## config.mk

```make
export PLATFORM = sky130hd
export DESIGN_NAME = bcd_counter_ndigit
export DESIGN_NICKNAME = d
export VERILOG_FILES = /design/src/rtl/bcd_counter_ndigit.sv
export SDC_FILE = /design/constraint.sdc
export NUM_CORES = 1
export LEC_CHECK = 0
export BUFFER_PORTS_ARGS = -buffer_cell sky130_fd_sc_hd__buf_4
export CORE_MARGIN = 1.5
export CORE_UTILIZATION = 25
export DETAILED_ROUTE_END_ITERATION = 6
export GPL_TIMING_DRIVEN = 0
export PLACE_DENSITY = 0.47
export SLEW_MARGIN = 20
export SYNTH_ARGS = -nofsm -noshare
export SYNTH_HDL_FRONTEND = slang
export SYNTH_SLANG_ARGS = --single-unit
```

## constraint.sdc

```tcl
create_clock -name clk -period 3.14 [get_ports clk]
set_clock_uncertainty 0.2 [all_clocks]
set_input_delay 0.157 -clock clk [delete_from_list [all_inputs] [get_ports clk]]
set_output_delay 0.157 -clock clk [all_outputs]
set_load 0.05 [all_outputs]
```

## src/rtl/bcd_counter_ndigit.sv

```systemverilog
// -----------------------------------------------------------------------------
// bcd_counter_ndigit
//
// Multi-digit packed-BCD up/down counter. It supports synchronous clear,
// parallel load with per-digit validation, and a terminal-count output for
// cascading. Digit k occupies bits [4k+3:4k]. Digit 0 is least significant.
//
// Ports
//   clk       : clock. All state changes on the rising edge.
//   reset     : asynchronous, active-low. Clears q, ovf and bad_load.
//   clr       : synchronous clear of q, ovf and bad_load (highest priority).
//   load      : synchronous parallel load from d. Non-decimal digits load as 0.
//   d         : packed BCD load value.
//   en        : count enable.
//   up        : direction. 1 = increment, 0 = decrement.
//   q         : registered packed BCD count.
//   tc        : combinational terminal count. It is high in the cycle before
//               a wrap.
//   ovf       : sticky flag. It is set on the edge where the counter wraps.
//   bad_load  : sticky flag. It is set on a load that held any digit 10..15.
//
// Handshake: none. Every input is sampled on each rising edge. Edge priority
// is clr > load > en > hold.
// -----------------------------------------------------------------------------
module bcd_counter_ndigit #(
  parameter int DIGITS = 4
) (
  input  logic                  clk,
  input  logic                  reset,
  input  logic                  clr,
  input  logic                  load,
  input  logic [4*DIGITS-1:0]   d,
  input  logic                  en,
  input  logic                  up,
  output logic [4*DIGITS-1:0]   q,
  output logic                  tc,
  output logic                  ovf,
  output logic                  bad_load
);

  logic [4*DIGITS-1:0] r_q;
  logic                r_ovf;
  logic                r_bad_load;

  logic [4*DIGITS-1:0] w_q_inc;
  logic [4*DIGITS-1:0] w_q_dec;
  logic [4*DIGITS-1:0] w_d_clean;
  logic [DIGITS-1:0]   w_d_bad;
  logic [4*DIGITS-1:0] w_q_next;
  logic                w_ovf_next;
  logic                w_bad_next;

  // w_all9[k] is high when every digit below k is 9. That is the ripple
  // carry into digit k. w_all0 is the matching ripple borrow.
  // Index DIGITS covers the whole counter.
  logic [DIGITS:0]     w_all9;
  logic [DIGITS:0]     w_all0;

  assign w_all9[0] = 1'b1;
  assign w_all0[0] = 1'b1;

  for (genvar k = 0; k < DIGITS; k++) begin : g_digit
    logic [3:0] w_dig;
    logic [3:0] w_d_dig;

    assign w_dig   = r_q[4*k +: 4];
    assign w_d_dig = d[4*k +: 4];

    assign w_all9[k+1] = w_all9[k] & (w_dig == 4'd9);
    assign w_all0[k+1] = w_all0[k] & (w_dig == 4'd0);

    // Increment. The digit steps only when the lower digits carry,
    // and 9 wraps to 0.
    assign w_q_inc[4*k +: 4] = !w_all9[k]       ? w_dig :
                               (w_dig == 4'd9)  ? 4'd0  : w_dig + 4'd1;

    // Decrement. The digit steps only when the lower digits borrow,
    // and 0 wraps to 9.
    assign w_q_dec[4*k +: 4] = !w_all0[k]       ? w_dig :
                               (w_dig == 4'd0)  ? 4'd9  : w_dig - 4'd1;

    // Load path. A non-decimal digit is replaced by 0 so that q never
    // shows A..F. The replacement is reported through bad_load.
    assign w_d_bad[k]          = (w_d_dig > 4'd9);
    assign w_d_clean[4*k +: 4] = w_d_bad[k] ? 4'd0 : w_d_dig;
  end

  // Next-state selection.
  always_comb begin
    w_q_next   = r_q;
    w_ovf_next = r_ovf;
    w_bad_next = r_bad_load;
    if (clr) begin
      w_q_next   = '0;
      w_ovf_next = 1'b0;
      w_bad_next = 1'b0;
    end else if (load) begin
      w_q_next = w_d_clean;
      if (|w_d_bad) begin
        w_bad_next = 1'b1;
      end
    end else if (en) begin
      if (up) begin
        w_q_next = w_q_inc;
        if (w_all9[DIGITS]) begin
          w_ovf_next = 1'b1;
        end
      end else begin
        w_q_next = w_q_dec;
        if (w_all0[DIGITS]) begin
          w_ovf_next = 1'b1;
        end
      end
    end
  end

  always_ff @(posedge clk or negedge reset) begin
    if (!reset) begin
      r_q        <= '0;
      r_ovf      <= 1'b0;
      r_bad_load <= 1'b0;
    end else begin
      r_q        <= w_q_next;
      r_ovf      <= w_ovf_next;
      r_bad_load <= w_bad_next;
    end
  end

  assign q        = r_q;
  assign ovf      = r_ovf;
  assign bad_load = r_bad_load;

  // Terminal count looks at the current q. A downstream stage whose en is
  // driven by tc therefore counts on the same edge that this stage wraps.
  assign tc = en & ((up & w_all9[DIGITS]) | (~up & w_all0[DIGITS]));

endmodule

```

Yosys cells after proc, flatten, opt, wreduce, memory -nomap -nowiden
Index checks and enable logic that the tools add are counted.
{"block": "classes", "addsub": 8, "magnitude_cmp": 4, "eq_ne": 9, "muxes": 31, "bitwise_logic": 11, "n_reduce_logical": 18}
{"cell": "two-way mux 4 bit", "n": 18}
{"cell": "two-way mux 16 bit", "n": 4}
{"cell": "adder 4 x 1 -> 4 bit, second input constant", "n": 4}
{"cell": "== test 4 bit, second input constant", "n": 4}
{"cell": "greater-than comparator 4 bit, second input constant", "n": 4}
{"cell": "logical NOT 4 bit", "n": 4}
{"cell": "subtractor 4 x 1 -> 4 bit, second input constant", "n": 4}
{"cell": "inequality test 4 x 3 -> 1 bit, second input constant", "n": 3}
{"cell": "nonzero test 4 bit", "n": 3}
{"cell": "AND 1 bit", "n": 9}
{"cell": "two-way mux 1 bit", "n": 9}
{"cell": "AND reduction 3 bit", "n": 3}
{"cell": "nonzero test 2 bit", "n": 3}
{"cell": "nonzero test 3 bit", "n": 2}
{"cell": "AND reduction 4 bit", "n": 1}
{"cell": "OR reduction 4 bit", "n": 1}
{"cell": "inequality test 3 x 2 -> 1 bit, second input constant", "n": 1}
{"cell": "inequality test 2 bit, second input constant", "n": 1}
{"cell": "AND reduction 2 bit", "n": 1}
{"cell": "inverter 1 bit", "n": 1}
{"cell": "OR 1 bit", "n": 1}
{"block": "word_totals", "register_bits": 18, "input_bits": 22, "out_inout_bits": 19, "wordCells": 87}

Longest topological paths before layout
Gate-level depths: netlist of the first run.
{"block": "depth", "depth_word": 9, "mapped_depth": 7, "mapped_depth_nobuf": 7}

Worst setup path after synthesis of the first run
OpenSTA, ideal clock, no wires.
{"block": "synth_timing", "path_kind": "flip-flop to flip-flop", "start": "register r_q[5] (netlist: q[5])", "end": "register r_ovf (netlist: ovf)", "setup_time_ns": 0.071, "arrival_ns": 2.823, "required_ns": 2.869, "slack_ns": 0.046, "path_stages_with_launch": 8, "n_path_buf": 0, "period_less_slack_ns": 3.094, "path_cell_list": "dfrtp_1 -> inv_1 -> ha_1 -> or4b_4 -> or3_4 -> a2111oi_4 -> a21oi_2 -> nor2_2"}
{"block": "synth_between", "elab_chain_len": 6, "word_cells_on_any_way": 11, "cone_classes": "eq/ne (2); bitwise (6); reduce/logical (3)"}
{"item": "start: declaration", "line_no": "41", "rtl": "logic [4*DIGITS-1:0] r_q;"}
{"item": "start signal: assignment", "line_no": "123", "rtl": "r_q <= w_q_next;"}
{"item": "== test 4 bit / logical NOT 4 bit (equally long branches)", "line_no": "69, 70"}
{"item": "AND 1 bit, on equally long branches (3 in series)", "line_no": "69, 70"}
{"item": "inequality test 3 x 2 -> 1 bit (no source line) / nonzero test 3 bit (equally long branches)"}
{"item": "AND reduction 4 bit (no source line) (*)"}
{"item": "end signal: assignment", "line_no": "124", "rtl": "r_ovf <= w_ovf_next;"}
{"item": "end: declaration", "line_no": "42", "rtl": "logic r_ovf;"}
Every way passes the cells marked *; elsewhere a longest branch is shown, timed or not.
A chain may end at the register's enable or synchronous reset.

Worst setup path after layout of the first run
{"block": "layout_timing", "start": "register r_q[4] (netlist: q[4])", "end": "output tc"}
{"block": "layout_between", "elab_chain_len": 7, "word_cells_on_any_way": 12, "cone_classes": "eq/ne (1); bitwise (10); reduce/logical (1)"}
{"item": "== test 4 bit / logical NOT 4 bit (equally long branches)", "line_no": "69, 70"}
{"item": "AND 1 bit, on equally long branches (3 in series)", "line_no": "69, 70"}
{"item": "AND 1 bit", "line_no": "135", "rtl": "assign tc = en & ((up & w_all9[DIGITS]) | (~up & w_all0[DIGITS]));"}
{"item": "OR 1 bit (*)", "line_no": "135"}
{"item": "AND 1 bit (*)", "line_no": "135"}
{"item": "end: declaration", "line_no": "36", "rtl": "output logic tc,"}
Marks and branches as above.

==> results of run 1 <==
## worst min path at each step
stage | slack [ns] | endpoint
after floorplan | -0.34 | bad_load
after global placement | -0.14 | q[8]
after detailed placement | -0.14 | q[11]
after CTS | 0.02 | q[6]
after global routing | 0.04 | q[6]
final | 0.02 | q[6]
## critical path, delay by kind of cell, from the launching register on
kind	cells	cell delay [ns]
DFF	1	0.49
buffers and inverters	2	0.33
and+or+nand+nor	2	0.87
adders and majority gates	1	0.25
AOI/OAI and AO/OA	1	0.45
## cell type report
class | instances | share of cell area
buffer | 11 | 0.0174
clock buffer | 4 | 0.0233
inverter | 18 | 0.0285
multi-input combinational | 185 | 0.538
sequential | 18 | 0.190
tap | 99 | 0.0523
timing repair buffer | 45 | 0.151
## per-layer routing
layer  global-route usage  wire length (um)  vias up
met5                    0                 0        -
met3               0.0252               198       16
met4               0.0582               182        0
met2                0.251              2700       40
met1                0.209              2690      917
li1                     -                 -      964
## cells by family (layout without fill, tap and decap cells)
kind of cell	after synthesis	in the layout
AO/OA/AOI/OAI	88	88
adder cells (fa/ha/maj)	14	14
buffers and inverters	29	78
flip-flops	18	18
multiplexers	4	4
AND/OR/NAND/NOR	79	79
## power breakdown
part / switching [mW] / total [mW] / internal [mW]
clock: 0.0973 / 0.209 / 0.112
sequential: 0.0336 / 0.282 / 0.249
combinational: 0.214 / 0.349 / 0.136
total: 0.345 / 0.841 / 0.496
## stage by stage
step	utilization	area [um^2]	setup slack, ns	hold slack (ns)
6_report	0.330	2370	0.125	0.0184
5_1_grt	0.330	2370	0.00859	0.0355
4_1_cts	0.329	2360	0.0814	0.0194
3_5_place_dp	0.313	2250	0.383	-0.143
3_3_place_gp	0.313	2250	0.382	-0.142
2_1_floorplan	-	1830	0.0458	-0.339
## flip-flops by register name, summed over array words and instances (netlist names)
name      count
q            16
bad_load      1
ovf           1
## placed cells by master (no fill, tap or decap), drive strengths merged, types with 4 or more instances in the layout
cell         count
nor2            18
o31ai            4
a211oi           9
dfrtp           18
a31oi           10
nand2b           6
a22o             5
inv             18
o21ai           18
clkbuf          12
or3              4
buf             42
nor2b            8
dlygate4sd3      6
nand2           10
mux2i            4
a21oi           22
ha              14
nand3           15
## repair_timing
| item | CTS | global route |
|---|---|---|
| gates resized for setup | 0 | 1 |
| hold buffers | 6 | 0 |
| setup endpoints to repair | 0 | 1 |
| hold endpoints to repair | 22 | 0 |
==> impl_metrics.tcl, run 1 <==
set metrics [dict create \
    fin_setup_tns_ns 0 \
    start_util 0.255 \
    hp-start "d[7]" \
    final_nets 318 \
    antenna_found_initial 0 \
    dpl.cell_count 370 \
    die_h_um 88.6 \
    cts_root_buffer "clkbuf_8" \
    synth-simple-area-share 0.240 \
    clk_pin_slew_worst_paths_ns 0.08 \
    achievable-frequency_mhz 332 \
    grt_max_degree 19 \
    io_pins 41 \
    core.rowCount 31 \
    wire_per_inst_um 15.2 \
    critPathCaptureType "output pin" \
    grt_pass1_wl_mm 9.34 \
    synth-compound-area-share 0.337 \
    required_ns 2.78 \
    postSynth.asyncResetShare 1.00 \
    netlist_area_um2 1830 \
    synthCells 232 \
    synth_nets 268 \
    fillCellCount 763 \
    powerDensity_nw_per_um2 355 \
    drt_first_pass_iters 4 \
    reg2reg_to "ovf" \
    status "finished clean" \
    synth_top_family_by_area "compound AO/OA/AOI/OAI gates" \
    start_kind "register" \
    n_antenna_cell 0 \
    worstPathMaxFanout 8 \
    grt_pass1_vias 1837 \
    yosysMostFrequentCell "a21oi_1" \
    dp_hpwl_mm 4.26 \
    hold_depth 4 \
    final_cells 380 \
    gp_congestion 0.770 \
    vias 1937 \
    synthMuxAreaShare 0.0219 \
    synth_edf_count 0 \
    dieArea_um2 7850 \
    post-route-period-util 0.960 \
    synth_cell_types 51 \
    die_width_um 88.6 \
    ys_top_cells_by_count "a21oi_1, dfrtp_1, inv_1, o21ai_0, nor2_1" \
    clockBufferDepth 2 \
    drc 0 \
    setup_viol 0 \
    worstMarginPinSlew_ns 0.579 \
    cts_buffers 3 \
    slowest_delay_ns 0.51 \
    cts_tree "done" \
    grt_overflow 0 \
    ff2ff_path_depth 7 \
    drive_above_1_share 0.192 \
    grt_usage 0.155 \
    reg2reg_slack_ns 0.52 \
    slew_headroom 0.614 \
    ir_worst_vdd_v 0.000155 \
    cp-startpoint "q[4]" \
    hold_class "input pin to register" \
    yosysWarnings 0 \
    multi_input_area_um2 1270 \
    synth.avg_cell_area_um2 7.90 \
    wl_mm 5.77 \
    period_needed_ns 3.01 \
    post_cts_buffers 0 \
    h-tree-depth 1 \
    rsz0062_at_grt "false" \
    core_area_um2 7180 \
    cts.sinks 18 \
    worst_skew_pair.late_latency_ns 0.27 \
    seqCellArea_um2 450 \
    synth_top_cell_by_area "dfrtp_1" \
    drt-initial-drc-count 135 \
    synth_adder_area_share 0.0956 \
    slowest_stage "or4b_4" \
    finalPower_uw 841 \
    antenna_left 0 \
    ys_ff_latch 18 \
    worst_ep_arrival_time_ns 2.66 \
    drv_slew 0 \
    ys_seq_area_frac 0.246 \
    critPathKind "register to output pin" \
    via_per_inst 5.10 \
    yosys.area_share.xor_xnor 0 \
    worstPathCellList "inv_1 > ha_1 > or4b_4 > or3_4 > a2111oi_4 > buf_6" \
    cp-endpoint "tc" \
    ys_top_cells_by_area "dfrtp_1, ha_1, a21oi_1" \
    io_buffers 39 \
    cap_violations 0 \
    netlist.area_leader.share 0.246 \
    ys.flop_type "dfrtp_1" \
    p_leak_nw 0.992 \
    hold_violations 0 \
    r2r_start "q[4]" \
    areaGrowthSynthToFinish_pct 29.2 \
]
No activity file was read; power rests on OpenSTA's default activity.
==> inputs of run 2 (changes only) <==
BUFFER_PORTS_ARGS = not set   (was -buffer_cell sky130_fd_sc_hd__buf_4)
DONT_BUFFER_PORTS = 1   (was not set)
PLACE_DENSITY = not set   (was 0.47)
PLACE_DENSITY_LB_ADDON = 0.1   (was not set)
RECOVER_POWER = 50   (was not set)
==> run 2 against run 1 <==
  * The flow now finishes with violations (negative hold slack, negative setup slack)
  * Via count shrank 5.3%
  * Critical path depth decreased by 1
  * Hold slack worse by 0.019 ns
  * Combinational power shrank 23%
  * Total power down 2.1%
  * Cell count down 5.8%
  * Sequential share of layout area rose by 1.3 points
  * Critical path type unchanged
  * Largest cell class unchanged
  * Largest power group is now registers
==> impl_metrics.tcl, run 2 (synthesis gave the netlist of run 1 again) <==
set metrics [dict create \
    status "finished with violations" \
    violations "negative hold slack, negative setup slack" \
    grt_overflow 0 \
    drc 0 \
    cts_buffers 3 \
    cap_violations 0 \
    slowest_delay_ns 0.82 \
    seqCellArea_um2 470 \
    rsz0062_at_grt "true" \
    wl_mm 6.01 \
    whs_ns -0.000849 \
    drv_slew 0 \
    h-tree-depth 1 \
    largest_reg_flops 16 \
    required_ns 2.78 \
    pre_cts_slack_ns -0.197 \
    final_cell_mix "a21oi_1, dlygate4sd3_1, o21ai_0" \
    cp-startpoint "q[4]" \
    setup_viol 1 \
    core_area_um2 7180 \
    drt_first_pass_iters 4 \
    worstPathMaxFanout 8 \
    clk_pin_slew_worst_paths_ns 0.08 \
    r2r_start "q[4]" \
    clockBufferDepth 2 \
    powerDensity_nw_per_um2 356 \
    gp_congestion 0.772 \
    reg2reg_to "ovf" \
    worst_ep_arrival_time_ns 2.80 \
    io_buffers 0 \
    io_pins 41 \
    die_width_um 88.6 \
    slowest_stage "a2111oi_4" \
    wire_per_inst_um 16.8 \
    timing.final.ws_setup_ns -0.0153 \
    whs_endpoint "q[9]" \
    fin_setup_tns_ns -0.0153 \
    worst_skew_pair.late_latency_ns 0.26 \
    grt_pass1_vias 1872 \
    worstMarginPinSlew_ns 0.926 \
    via_per_inst 5.12 \
    antenna_found_initial 0 \
    fillCellCount 793 \
    final_nets 296 \
    areaGrowthSynthToFinish_pct 26.2 \
    start_kind "register" \
    hold_violations 1 \
    vias 1834 \
    dieArea_um2 7850 \
    cts_root_buffer "clkbuf_8" \
    worstPathCellList "inv_4 > ha_4 > or4b_4 > or3_4 > a2111oi_4" \
    dp_hpwl_mm 4.35 \
    n_antenna_cell 0 \
    drive_above_1_share 0.127 \
    hp-start "d[9]" \
    core.rowCount 31 \
    cts.sinks 18 \
    critPathCaptureType "output pin" \
    antenna_left 0 \
    finalPower_uw 823 \
    p_leak_nw 0.859 \
    cts_tree "done" \
    grt_usage 0.163 \
    post-route-period-util 1.00 \
    die_h_um 88.6 \
    utilization 0.322 \
    slew_headroom 0.383 \
    grt_max_degree 19 \
    ir_worst_vdd_v 0.000177 \
    multi_input_area_um2 1320 \
    ff2ff_path_depth 7 \
    achievable-frequency_mhz 317 \
    reg2reg_slack_ns 0.12 \
    period_needed_ns 3.16 \
    hold_depth 4 \
    start_util 0.255 \
    hold_class "input pin to register" \
    critPathKind "register to output pin" \
    grt_pass1_wl_mm 9.74 \
    drt-initial-drc-count 78 \
]
run 2: worst max path at each step:
stage / endpoint / slack [ns] / depth (start not counted)
6_report: tc / -0.02 / 5
4_1_cts: tc / -0.02 / 5
3_3_place_gp: ovf / -0.21 / 7
2_1_floorplan: ovf / 0.05 / 7
5_1_grt: tc / -0.09 / 5
3_5_place_dp: ovf / -0.20 / 7
run 2: what timing repair did:
item | 4_1_cts | 5_1_grt
endpoints found under the hold margin | 33 | 1
gates resized for setup | 25 | 5
endpoints found under the setup margin | 2 | 3
hold buffers | 21 | 1
pin swaps | 1 | 1
setup buffers | 2 | 0
run 2: stage by stage:
step,area [um^2],cells,hold slack [ns]
2_1_floorplan,1830,232,-0.339
3_3_place_gp,1960,331,-0.338
3_5_place_dp,1960,331,-0.338
4_1_cts,2290,358,0.00862
5_1_grt,2310,358,0.0272
6_report,2310,358,-0.000849
run 2: cell type report:
cell class	instances	share of cell area
multi-input combinational	185	0.572
sequential	18	0.204
timing repair buffer	23	0.0958
tap	99	0.0536
inverter	18	0.0336
clock buffer	4	0.0238
buffer	11	0.0179
run 2: worst max-delay path, delay by kind of cell, from the launching register on:
kind / cells / cell delay, ns
and+or+nand+nor: 2 / 0.85
AOI/OAI and AO/OA: 1 / 0.82
DFF: 1 / 0.60
adders and majority gates: 1 / 0.15
buffers and inverters: 1 / 0.11
run 2: power by group:
group	switching [mW]	leakage [nW]	internal [mW]	total (mW)
combinational	0.143	0.601	0.125	0.268
sequential	0.102	0.229	0.251	0.353
clock	0.0902	0.0288	0.112	0.202
total	0.335	0.859	0.488	0.823
run 2: layer usage:
| layer | track usage | up-vias | wire, um |
|---|---|---|---|
| met5 | 0 | - | 0 |
| met4 | 0.0270 | 0 | 15 |
| met3 | 0.0354 | 4 | 232 |
| met2 | 0.283 | 28 | 3020 |
| met1 | 0.210 | 882 | 2740 |
| li1 | - | 920 | - |
==> inputs of run 3 (changes only) <==
CORE_UTILIZATION = 50   (was 25)
==> run 3 against run 2 <==
  * The run ends with negative setup slack left
  * Largest power group unchanged
  * Critical path type unchanged
  * Non-clock buffer count up 2
  * Critical path depth did not move
  * Largest cell class unchanged
  * Hold slack gained 0.015 ns
  * Register-to-register slack improved by 0.03 ns
  * Sequential share of layout area rose by 0.56 points
  * Die area is 49% lower
==> impl_metrics.tcl, run 3 (synthesis gave the netlist of run 1 again) <==
set metrics [dict create \
    dieArea_um2 4040 \
    grt_pass1_wl_mm 8.45 \
    worst_skew_pair.late_latency_ns 0.30 \
    path_delay_family "simple AND/OR/NAND/NOR gates" \
    seqCellArea_um2 463 \
    p_leak_nw 0.848 \
    slowest_delay_ns 0.81 \
    hold_violations 0 \
    via_per_inst 6.31 \
    wl_mm 5.22 \
    clockBufferDepth 2 \
    start_util 0.536 \
    largest_reg_flops 16 \
    hp-start "en" \
    r2r_start "q[4]" \
    grt_usage 0.261 \
    worst_ep_arrival_time_ns 2.83 \
    hold_class "input pin to register" \
    pre_cts_slack_ns -0.162 \
    drt_first_pass_iters 4 \
    timing.final.ws_setup_ns -0.0483 \
    reg2reg_slack_ns 0.15 \
    n_antenna_cell 0 \
    dp_hpwl_mm 3.69 \
    critPathKind "register to output pin" \
    utilization 0.648 \
    status "finished with violations" \
    required_ns 2.78 \
    whs_endpoint "q[0]" \
    grt_overflow 0 \
    io_pins 41 \
    antenna_found_initial 0 \
    final_cell_mix "dlygate4sd3_1, a21oi_1, o21ai_0" \
    wire_per_inst_um 17.1 \
    grt_pass1_vias 1846 \
    violations "negative setup slack" \
    ff2ff_path_depth 7 \
    crit_buf_inv 1 \
    h-tree-depth 1 \
    whs_ns 0.0140 \
    post-route-period-util 1.02 \
    start_kind "register" \
    grt_max_degree 19 \
    reg2reg_to "ovf" \
    period_needed_ns 3.19 \
    die_width_um 63.5 \
    ir_worst_vdd_v 0.000282 \
    areaGrowthSynthToFinish_pct 20.8 \
    slew_headroom 0.396 \
    cts_root_buffer "clkbuf_4" \
    critPathCaptureType "output pin" \
    worstMarginPinSlew_ns 0.907 \
    cts_tree "done" \
    drc 0 \
    final_cells 306 \
    multi_input_area_um2 1320 \
    antenna_left 0 \
    drv_slew 0 \
    setup_viol 1 \
    gp_congestion 0.860 \
    cts.sinks 18 \
    final_nets 298 \
    slowest_stage "a2111oi_4" \
    fillCellCount 310 \
    die_h_um 63.5 \
    layout_commonest_cell "dlygate4sd3_1" \
    drive_above_1_share 0.115 \
    io_buffers 0 \
    hold_depth 4 \
    core.rowCount 21 \
    cp-startpoint "q[4]" \
    vias 1932 \
    rsz0062_at_grt "true" \
    core_area_um2 3420 \
    cap_violations 0 \
    dpl.cell_count 278 \
    powerDensity_nw_per_um2 332 \
    dpl_cell_area_um2 1890 \
    worstPathCellList "inv_4 > ha_4 > or4b_4 > or3_4 > a2111oi_4" \
    worstPathMaxFanout 8 \
    clk_pin_slew_worst_paths_ns 0.11 \
    cts_buffers 3 \
    achievable-frequency_mhz 314 \
    finish.instance_area_um2 2210 \
    drt-initial-drc-count 131 \
]
run 3: worst max path at each step:
| stage | cells past startpoint | slack (ns) | endpoint |
|---|---|---|---|
| finish | 5 | -0.05 | tc |
| detailed placement | 7 | -0.16 | ovf |
| global route | 5 | -0.13 | tc |
| CTS | 5 | -0.06 | tc |
| floorplan | 7 | 0.05 | ovf |
| global placement | 7 | -0.11 | ovf |
run 3: per-stage QoR:
step | TNS, ns | power (mW)
after floorplan | 0 | 0.516
after global placement | -0.114 | 0.559
after detailed placement | -0.171 | 0.565
after CTS | -0.0562 | 0.727
after global routing | -0.130 | 0.778
final | -0.0483 | 0.735
run 3: tightest hold or removal path, stage by stage:
cell and delay (ns):
o21ai_0 0.06, a21oi_1 0.14, o21a_1 0.11, nor2_1 0.03
run 3: timing repair:
| item | in CTS | in global routing |
|---|---|---|
| hold buffers | 24 | 0 |
| setup endpoints to repair | 2 | 2 |
| pin swaps | 1 | 1 |
| gates resized for setup | 21 | 1 |
| cloned | 0 | 0 |
| buffers inserted | 1 | 0 |
| endpoints found under the hold margin | 34 | 0 |
run 3: area by class of cell:
cell class                      count  share of cell area
Clock buffer                        3              0.0102
Buffer                             11              0.0187
Sequential cell                    18               0.209
Timing Repair Buffer               25               0.110
Inverter                           18              0.0317
Multi-Input combinational cell    185               0.594
Tap cell                           46              0.0260
run 3: power by group:
group	switching (mW)	internal (mW)	total, mW	leakage (nW)
logic	0.143	0.125	0.268	0.605
clock network	0.0746	0.0447	0.119	0.0138
registers	0.0983	0.250	0.348	0.230
total	0.316	0.419	0.735	0.848
run 3: metal layers:
metal  wire, um  track usage  vias to the layer above
li1           -            -                      921
met1       2220        0.316                      934
met2       2600        0.471                       65
met3        297       0.0446                       12
met4        103       0.0707                        0
met5          0            0                        -
